`config.mk`:
```
export PLATFORM = sky130hd
export DESIGN_NAME = drive_trip_supervisor_flat
export DESIGN_NICKNAME = d
export VERILOG_FILES = /design/src/rtl/drive_trip_supervisor_if.sv /design/src/rtl/drive_trip_supervisor.sv /design/src/flat_wrapper.sv
export SDC_FILE = /design/constraint.sdc
export NUM_CORES = 1
export LEC_CHECK = 0
export ABC_AREA = 1
export CORE_AREA = 2 2 39 41
export DETAILED_ROUTE_END_ITERATION = 10
export DIE_AREA = 0 0 41 43
export SLEW_MARGIN = 10
export SYNTH_ARGS = -nofsm -noshare
export SYNTH_HDL_FRONTEND = slang
export SYNTH_SLANG_ARGS = --single-unit
```
`constraint.sdc`:
```
create_clock -name clk -period 2.4 [get_ports clk]
set_input_delay 0.48 -clock clk [delete_from_list [all_inputs] [get_ports clk]]
set_output_delay 0.48 -clock clk [all_outputs]
set_load 0.005 [all_outputs]
```
`src/rtl/drive_trip_supervisor_if.sv`:
```
// Status inputs and actuator outputs of drive_trip_supervisor, bundled as one interface.
// The master modport is the status source; the slave modport is the supervisor itself.
interface drive_trip_supervisor_if;
    logic       start;
    logic       arrived;
    logic       gas_tank_empty;
    logic       cpu_overheated;
    logic       keep_driving;
    logic       shut_off_computer;
    logic       refueling;
    logic       trip_done;
    logic [1:0] state;

    modport master (
        output start, arrived, gas_tank_empty, cpu_overheated,
        input  keep_driving, shut_off_computer, refueling, trip_done, state
    );

    modport slave (
        input  start, arrived, gas_tank_empty, cpu_overheated,
        output keep_driving, shut_off_computer, refueling, trip_done, state
    );
endinterface

```
`src/rtl/drive_trip_supervisor.sv`:
```
// Trip FSM (IDLE/DRIVE/REFUEL/DONE) with a timed refuel stop and a registered thermal shutdown.
// Define DRIVE_SUP_THERMAL_HOLD_EN to keep shut_off_computer high COOL_CYCLES extra cycles.
module drive_trip_supervisor #(
    parameter int REFUEL_CYCLES = 8,
    parameter int COOL_CYCLES   = 4
) (
    input  logic                     clk,
    input  logic                     resetn,
    drive_trip_supervisor_if.slave   bus
);
    typedef enum logic [1:0] {
        IDLE   = 2'd0,
        DRIVE  = 2'd1,
        REFUEL = 2'd2,
        DONE   = 2'd3
    } state_t;

    localparam int RCW = (REFUEL_CYCLES > 1) ? $clog2(REFUEL_CYCLES) : 1;
    localparam logic [RCW-1:0] REFUEL_LOAD = RCW'(REFUEL_CYCLES - 1);

    if (REFUEL_CYCLES < 1 || COOL_CYCLES < 1) begin : g_bad_params
        $error("drive_trip_supervisor: REFUEL_CYCLES and COOL_CYCLES must be >= 1");
    end

    state_t         state_q;
    logic [RCW-1:0] refuel_cnt_q;
    logic           shut_q;

    always_ff @(posedge clk) begin
        if (!resetn) begin
            state_q      <= IDLE;
            refuel_cnt_q <= '0;
        end else begin
            case (state_q)
                IDLE: begin
                    if (bus.start) state_q <= DRIVE;
                end
                DRIVE: begin
                    // arrival beats an empty tank when both are seen together
                    if (bus.arrived) begin
                        state_q <= DONE;
                    end else if (bus.gas_tank_empty) begin
                        state_q      <= REFUEL;
                        refuel_cnt_q <= REFUEL_LOAD;
                    end
                end
                REFUEL: begin
                    if (refuel_cnt_q != '0) begin
                        refuel_cnt_q <= refuel_cnt_q - 1'b1;
                    end else if (bus.gas_tank_empty) begin
                        refuel_cnt_q <= REFUEL_LOAD;
                    end else begin
                        state_q <= DRIVE;
                    end
                end
                DONE: begin
                    if (!bus.arrived) state_q <= IDLE;
                end
                default: state_q <= IDLE;
            endcase
        end
    end

`ifdef DRIVE_SUP_THERMAL_HOLD_EN
    localparam int CCW = $clog2(COOL_CYCLES + 1);
    localparam logic [CCW-1:0] COOL_LOAD = CCW'(COOL_CYCLES);

    logic [CCW-1:0] cool_cnt_q;

    // Output stays set while the hold counter drains, then clears one cycle after it reaches 0.
    always_ff @(posedge clk) begin
        if (!resetn) begin
            shut_q     <= 1'b0;
            cool_cnt_q <= '0;
        end else if (bus.cpu_overheated) begin
            shut_q     <= 1'b1;
            cool_cnt_q <= COOL_LOAD;
        end else if (cool_cnt_q != '0) begin
            cool_cnt_q <= cool_cnt_q - 1'b1;
        end else begin
            shut_q <= 1'b0;
        end
    end
`else
    always_ff @(posedge clk) begin
        if (!resetn) begin
            shut_q <= 1'b0;
        end else begin
            shut_q <= bus.cpu_overheated;
        end
    end
`endif

    assign bus.keep_driving      = (state_q == DRIVE) && !shut_q;
    assign bus.shut_off_computer = shut_q;
    assign bus.refueling         = (state_q == REFUEL);
    assign bus.trip_done         = (state_q == DONE);
    assign bus.state             = state_q;
endmodule

```
`src/flat_wrapper.sv`:
```
// flat-port wrapper written by rule: the top's interface ports become plain ports
module drive_trip_supervisor_flat 
#(
    parameter int REFUEL_CYCLES = 8,
    parameter int COOL_CYCLES   = 4
)
  (clk, resetn, bus_start, bus_arrived, bus_gas_tank_empty, bus_cpu_overheated, bus_keep_driving, bus_shut_off_computer, bus_refueling, bus_trip_done, bus_state);
  drive_trip_supervisor_if bus_i ();
  input  logic clk;
  input  logic resetn;
  input wire logic [$bits(bus_i.start)-1:0] bus_start;
  input wire logic [$bits(bus_i.arrived)-1:0] bus_arrived;
  input wire logic [$bits(bus_i.gas_tank_empty)-1:0] bus_gas_tank_empty;
  input wire logic [$bits(bus_i.cpu_overheated)-1:0] bus_cpu_overheated;
  output wire logic [$bits(bus_i.keep_driving)-1:0] bus_keep_driving;
  output wire logic [$bits(bus_i.shut_off_computer)-1:0] bus_shut_off_computer;
  output wire logic [$bits(bus_i.refueling)-1:0] bus_refueling;
  output wire logic [$bits(bus_i.trip_done)-1:0] bus_trip_done;
  output wire logic [$bits(bus_i.state)-1:0] bus_state;
  assign bus_i.start = bus_start;
  assign bus_i.arrived = bus_arrived;
  assign bus_i.gas_tank_empty = bus_gas_tank_empty;
  assign bus_i.cpu_overheated = bus_cpu_overheated;
  assign bus_keep_driving = bus_i.keep_driving;
  assign bus_shut_off_computer = bus_i.shut_off_computer;
  assign bus_refueling = bus_i.refueling;
  assign bus_trip_done = bus_i.trip_done;
  assign bus_state = bus_i.state;
  drive_trip_supervisor #(.REFUEL_CYCLES(REFUEL_CYCLES), .COOL_CYCLES(COOL_CYCLES)) u_core (.clk(clk), .resetn(resetn), .bus(bus_i));
endmodule
```
## Word level (Yosys, flattened, before mapping)

Index checks and enable logic that the tools add are counted.
W data, S select, Z words.

- Add/sub/neg operators: 1
- Reduce and logical (&&, ||, !) cells: 7
- Equal/unequal tests: 9
- Multiplexer cells: 11

Operators with widths:

| cell | count |
|---|---|
| $mux W2 | 6 |
| $ne A2 B2 Y1 const B | 5 |
| $mux W3 | 3 |
| $pmux W2 S4 | 1 |
| $pmux W3 S2 | 1 |
| $reduce_and A5 Y1 | 1 |
| $eq A2 B2 Y1 const B | 2 |
| $ne A3 B3 Y1 const B | 1 |
| $reduce_bool A3 Y1 | 1 |
| $sub A3 B1 Y3 const B | 1 |
| $eq A2 B1 Y1 const B | 1 |
| $logic_not A2 Y1 | 1 |
| $reduce_and A2 Y1 | 1 |
| $reduce_bool A2 Y1 | 1 |
| $logic_and A1 B1 Y1 | 1 |
| $logic_not A1 Y1 | 1 |

- Bits in registers: 6
- Output and inout bits: 6

## Longest topological paths before layout

Gate-level depths: netlist of the first run.

- Depth in word-level cells: 3
- Mapped depth: 10
- Gate-level depth less buffers: 10

## Worst setup path before layout of the first run

OpenSTA, ideal clock, no wires.

- Path type: reg-to-reg
- Start point: register u_core.refuel_cnt_q[0]
- End point: register u_core.state_q[0] (netlist: u_core.bus.state[0])
- Data arrival time: 1.057 ns
- Clock period less this slack: 1.171 ns
- Stages on the path, launching flop included: 10
- Setup time: 0.114 ns
- Setup slack: 1.229 ns
- Path through: dfxtp_1 > inv_1 > ha_1 > inv_1 > nor2_1 > nor2_4 > nor2_2 > nand2_2 > nor2_1 > nor2_2

- Longest elaborated chain between the ends: 3

RTL lines:

| item | line | text |
|---|---|---|
| from (decl) | drive_trip_supervisor.sv:26 | `logic [RCW-1:0] refuel_cnt_q;` |
| from (signal assigned) | drive_trip_supervisor.sv:49 | `refuel_cnt_q <= refuel_cnt_q - 1'b1;` |
| $reduce_bool A3 Y1 | drive_trip_supervisor.sv:48 | `if (refuel_cnt_q != '0) begin` |
| $ne A2 B2 Y1 (no line) | - |  |
| $reduce_and A5 Y1 (no line) | - |  |
| to (signal assigned) | drive_trip_supervisor.sv:53 | `state_q <= DRIVE;` |
| to (signal assigned) | drive_trip_supervisor.sv:57 | `if (!bus.arrived) state_q <= IDLE;` |
| to (signal assigned) | drive_trip_supervisor.sv:59 | `default: state_q <= IDLE;` |
| to (decl) | drive_trip_supervisor.sv:25 | `state_t state_q;` |

No other way between the ends.
A chain may end at the register's enable or synchronous reset.

## Final worst setup path of the first run

- Start point: register u_core.state_q[1] (netlist: u_core.bus.state[1])
- End point: output port bus_keep_driving

- Longest elaborated chain between the ends: 2

RTL lines:

| item | line | text |
|---|---|---|
| from (signal assigned) | drive_trip_supervisor.sv:31 | `state_q <= IDLE;` |
| from (signal assigned) | drive_trip_supervisor.sv:36 | `if (bus.start) state_q <= DRIVE;` |
| from (signal assigned) | drive_trip_supervisor.sv:41 | `state_q <= DONE;` |
| $eq A2 B1 Y1 | drive_trip_supervisor.sv:94 | `assign bus.keep_driving = (state_q == DRIVE) && !shut_q;` |
| $logic_and A1 B1 Y1 | drive_trip_supervisor.sv:94 |  |
| to (decl) | flat_wrapper.sv:15 | `output wire logic [$bits(bus_i.keep_driving)-1:0] bus_keep_driving;` |

No other way between the ends.

==> impl_metrics.yaml, run 1 <==
status:
  status: "complete, no violations"
floorplan:
  coreArea_um2: 1384
  pin_count: 12
  die_h_um: 43
  die_w_um: 41
  num_rows: 14
  start_util_pct: 27.85
  die_area_um2: 1763
drt:
  dr.pass1.iters: 3
  dr.first_iter.drc_count: 8
  vias: 392
  drc: 0
  ant_nets: 0
  avgRoutedWirePerCell_um: 8.323
  drt-total-wl_um: 774
  viasPerCell: 4.215
clock_network:
  cts_resized: 0
  cts_setup_buffers: 0
  cts_buffers: 3
  htreeDepth: 1
  cts_buffer_depth: 2
  tritoncts: "built"
  hold_buffers: 0
  cts.sinks: 6
  cts_root_buffer: "clkbuf_4"
  clk_pin_slew_ns: 0.04
  clkLatencyLatePin_ns: 0.24
cells_and_area:
  final_cells: 93
  drive_gt1_share_pct: 15.58
  fillCellCount: 150
  num_antenna_cells: 0
  areaGrowthSynthToFinish_pct: 39.61
  final_nets: 87
  final_area_um2: 538.0
sta:
  worst_pin_slew_ns: 0.2799
  period_needed_ns: 1.887
  setup_violations: 0
  period_share_pct: 78.62
  fmax_mhz: 530.0
  rsz0062_at_grt: "no"
  max_slew_margin_pct: 81.31
  fin_setup_tns_ns: 0
  layout_setup_ws_ns: 0.5131
  slew_viol_final: 0
  hold_viol_final: 0
  worst_clock_skew_ns: 0.0003396
synth:
  yosysSeqAreaShare_pct: 31.17
  synth_cells: 63
  ys.flop_type: "dfxtp_1"
  avgSynthCellArea_um2: 6.117
  synthArstFlopShare_pct: 0
  ys_top_cells_by_area: "dfxtp_1, nand2_1, inv_1"
  synth_commonest_cells: "nand2_1, inv_1, nor2_1, dfxtp_1, nor2_2"
  netlist_area_um2: 385.4
  synth.distinct_cells: 13
  synth_edf_count: 0
  ys_seq_elements: 6
  yosysMostFrequentCell: "nand2_1"
  yosys_warnings: 0
  synth_top_area_share_pct: 31.17
  synth_top_area_cell: "dfxtp_1"
  syn-num-nets: 71
power_and_ir_drop:
  power_density_nw_per_um2: 989.1
  irDropWorstVdd_uv: 347.5
  finalPower_w: 0.0005321
  p_leak_nw: 0.2783
placed_design:
  gp_congestion: 0.6938
  dp_hpwl_um: 594.4
  dpl.cell_count: 90
  port_buffers: 11
  place_area_um2: 515.5
  dp_slack_ns: 0.7708
worst_setup_path:
  reg2reg_setup_slack_ns: 1.13
  end_kind: "primary output"
  critPathKind: "reg2out"
  arrival_ns: 1.41
  cp-start-kind: "register"
  cp_max_fo: 8
  critPathRequiredTime_ns: 1.92
global_routing:
  grt_pass1_vias: 340
  grt_antenna_before_repair: 0
  grtUsageTotal_pct: 11.46
  grt_pass1_wl_mm: 1.338
  grt_overflow: 0
  grt_max_degree: 9
hold_path:
  hp-class: "reg2reg"
job:
  drv_cap: 0
-- power by group --
part	switching [W]	total [W]	internal, W
sequential	0.0000334	0.000164	0.000130
clock	0.0000357	0.0000922	0.0000565
combinational	0.000150	0.000276	0.000127
total	0.000219	0.000532	0.000314
-- per-layer routing --
layer | wire length, um | GRT usage [%] | vias to the layer above
li1 | - | - | 219
met1 | 378 | 15.81 | 163
met2 | 345 | 13.75 | 8
met3 | 36 | 3.141 | 2
met4 | 14 | 10.00 | 0
met5 | 0 | 0 | -
-- kinds of logic (layout without fill, tap and decap cells) --
logic type / count (synthesis) / after routing / synth area share, %
and+or+nand+nor: 38 / 38 / 43.18
DFF: 6 / 6 / 31.17
AOI/OAI and AO/OA: 5 / 5 / 7.466
adders and majority gates: 2 / 2 / 6.492
buffers and inverters: 12 / 26 / 11.69
-- layout by cell type, fill, tap and decap left out --
| cell type | Yosys | final |
|---|---|---|
| nand3_1 | 1 | 1 |
| nand2_1 | 21 | 21 |
| nor2_2 | 4 | 4 |
| clkbuf_4 | 0 | 3 |
| clkdlybuf4s50_1 | 0 | 11 |
| ha_1 | 2 | 2 |
| o21ai_2 | 1 | 1 |
| o21ai_0 | 1 | 1 |
| inv_1 | 11 | 11 |
| nor2_1 | 9 | 9 |
| inv_2 | 1 | 1 |
| a21oi_1 | 3 | 3 |
| nand2_2 | 2 | 2 |
| dfxtp_1 | 6 | 6 |
| nor2_4 | 1 | 1 |
-- sequential cells by signal (all words and copies together) (netlist names) --
signal	cells
u_core.refuel_cnt_q	3
u_core.bus.state	2
u_core.bus.shut_off_computer	1
-- path summary, 6_finish.rpt --
path                                          endpoint                    from  cells past startpoint
worst min-delay path            u_core.refuel_cnt_q[1]  u_core.refuel_cnt_q[1]                      2
worst min register to register  u_core.refuel_cnt_q[1]  u_core.refuel_cnt_q[1]                      2
worst max-delay path                  bus_keep_driving     u_core.bus.state[1]                      4
worst max register to register     u_core.bus.state[1]  u_core.refuel_cnt_q[0]                      9
-- stage by stage --
step	hold slack (ns)	utilization (%)
finish	0.4856	38.88
global route	0.5234	38.88
CTS	0.4929	38.88
detailed placement	0.4866	37.25
global placement	0.4749	37.25
floorplan	0.4570	-
-- critical path: stages (launching register included) --
cell and delay [ns]:
dfxtp_1 0.38, inv_1 0.10, nand2_1 0.08, nor2_1 0.10, clkdlybuf4s50_1 0.50
-- layout make-up --
class	count	area [um2]	area share (%)
Multi-Input combinational cell	45	220.2	40.93
Sequential cell	6	120.1	22.33
Timing Repair Buffer	11	110.1	20.47
Inverter	12	45.04	8.372
Clock buffer	3	22.52	4.186
Tap cell	16	20.02	3.721
Note: power is estimated with default switching activity, not from simulation.
==> inputs of run 2 (changes only) <==
Clock period 2.4 ns to 1.7 ns, I/O delays scaled along.
==> run 2 against run 1 <==
Die area is the same. Global-route usage shrank 0.61 points. Sequential power grew 44%. Clock power grew 45%. Critical path depth shrank 1. Non-clock buffer count grew 1. Wire length shrank 3.2%. Highest routed layer unchanged.
==> impl_metrics.yaml, run 2 (synthesis results as in run 1) <==
drt:
  vias: 397
  dr.pass1.iters: 2
  viasPerCell: 4.223
  dr.first_iter.drc_count: 1
  ant_nets: 0
  avgRoutedWirePerCell_um: 7.968
  drc: 0
  drt-total-wl_um: 749
job:
  drv_cap: 0
floorplan:
  num_rows: 14
  pin_count: 12
  die_w_um: 41
  die_h_um: 43
  die_area_um2: 1763
  coreArea_um2: 1384
  start_util_pct: 27.85
global_routing:
  grt_pass1_wl_mm: 1.248
  grt_overflow: 0
  grt_antenna_before_repair: 0
  grtUsageTotal_pct: 10.84
  grt_max_degree: 9
  grt_pass1_vias: 324
cells_and_area:
  largest_register: "u_core.refuel_cnt_q"
  areaGrowthSynthToFinish_pct: 44.16
  mostFrequentLayoutCell: "nand2_1"
  drive_gt1_share_pct: 19.23
  final_area_um2: 555.5
  num_antenna_cells: 0
  largest_reg_flops: 3
  mostFrequentLayoutCells: "nand2_1, inv_1, nor2_1, clkdlybuf4s50_1"
  final_nets: 88
sta:
  worst_pin_slew_ns: 0.2425
  period_share_pct: 92.64
  fmax_mhz: 635.0
  period_needed_ns: 1.575
  rsz0062_at_grt: "no"
  slew_viol_final: 0
  max_slew_margin_pct: 83.78
  layout_setup_ws_ns: 0.1252
  hold_viol_final: 0
  setup_violations: 0
  worst_clock_skew_ns: 0.004126
  fin_setup_tns_ns: 0
clock_network:
  cts.sinks: 6
  cts_buffers: 3
  cts_buffer_depth: 2
  tritoncts: "built"
  cts_root_buffer: "clkbuf_4"
  clkLatencyLatePin_ns: 0.25
  htreeDepth: 1
  clk_pin_slew_ns: 0.05
status:
  status: "complete, no violations"
worst_setup_path:
  cp.depth: 3
  critical-path-top-delay-family: "buffers and inverters"
  cp-start-kind: "register"
  arrival_ns: 1.23
  critPathRequiredTime_ns: 1.36
  cpMaxStageDelayCell: "clkdlybuf4s50_1"
  crit_buf_inv: 2
  reg2reg_depth: 9
  cp_max_fo: 6
  end_kind: "primary output"
  critPathKind: "reg2out"
  cp_cell_sequence: "nand2_1 > inv_1 > clkdlybuf4s50_1"
  slowest_delay_ns: 0.48
placed_design:
  dp_slack_ns: 0.2167
  dp_hpwl_um: 574.7
  gp_congestion: 0.6903
  port_buffers: 11
  place_area_um2: 515.5
power_and_ir_drop:
  power_density_nw_per_um2: 1384
  p_leak_nw: 0.3150
  irDropWorstVdd_uv: 567.9
hold_path:
  hold_path_depth: 2
  hp-class: "reg2reg"
## run 2: cell types whose count changed in the layout (fill, tap and decap cells not counted), sizes merged
cell	change
buf	+1
clkdlybuf4s50	-2
dlymetal6s2s	+2
## run 2: repair_timing
| action | 4_1_cts | 5_1_grt |
|---|---|---|
| setup endpoints to repair | 2 | 2 |
| pin swaps | 0 | 0 |
| hold buffers | 0 | 0 |
| setup buffers | 0 | 1 |
| gates resized for setup | 2 | 3 |
## run 2: per-layer routing
layer | routed length (um) | track usage, % | vias up
li1 | - | - | 218
met1 | 369 | 14.15 | 167
met2 | 327 | 13.44 | 10
met3 | 38 | 3.141 | 2
met4 | 14 | 10.00 | 0
met5 | 0 | 0 | -
## run 2: stage by stage
| step | utilization [%] | power, W | std cells | hold slack (ns) |
|---|---|---|---|---|
| floorplan | - | 0.0004861 | 63 | 0.4335 |
| global placement | 37.25 | 0.0006192 | 90 | 0.4730 |
| detailed placement | 37.25 | 0.0006237 | 90 | 0.4864 |
| CTS | 39.06 | 0.0007660 | 93 | 0.4928 |
| global route | 40.14 | 0.0008384 | 94 | 0.5220 |
| finish | 40.14 | 0.0007686 | 94 | 0.4862 |
## run 2: path summary, 6_finish.rpt
kind	from	endpoint	slack (ns)
max	u_core.bus.state[0]	bus_trip_done	0.13
min	u_core.refuel_cnt_q[1]	u_core.refuel_cnt_q[1]	0.49
max reg2reg	u_core.refuel_cnt_q[0]	u_core.bus.state[0]	0.44
min reg2reg	u_core.refuel_cnt_q[1]	u_core.refuel_cnt_q[1]	0.49
## run 2: where the power goes
group / internal [W] / switching [W]
sequential: 0.000191 / 0.0000451
combinational: 0.000187 / 0.000211
clock: 0.0000800 / 0.0000540
## run 2: layout make-up
type                    instances  area, um2
clock buffers                   3      22.52
fillers                       150      828.3
inverters                      12      45.04
multi-input cells              45      220.2
flip-flops and latches          6      125.1
well taps                      16      20.02
repair buffers                 12      122.6
## run 2: worst reg2reg max path, stage by stage (launching register included)
cell     delay (ns)
dfxtp_1        0.30
inv_1          0.09
ha_1           0.15
inv_1          0.04
nor2_1         0.16
nor2_4         0.07
nor2_2         0.09
nand2_2        0.08
nor2_1         0.12
nor2_2         0.05
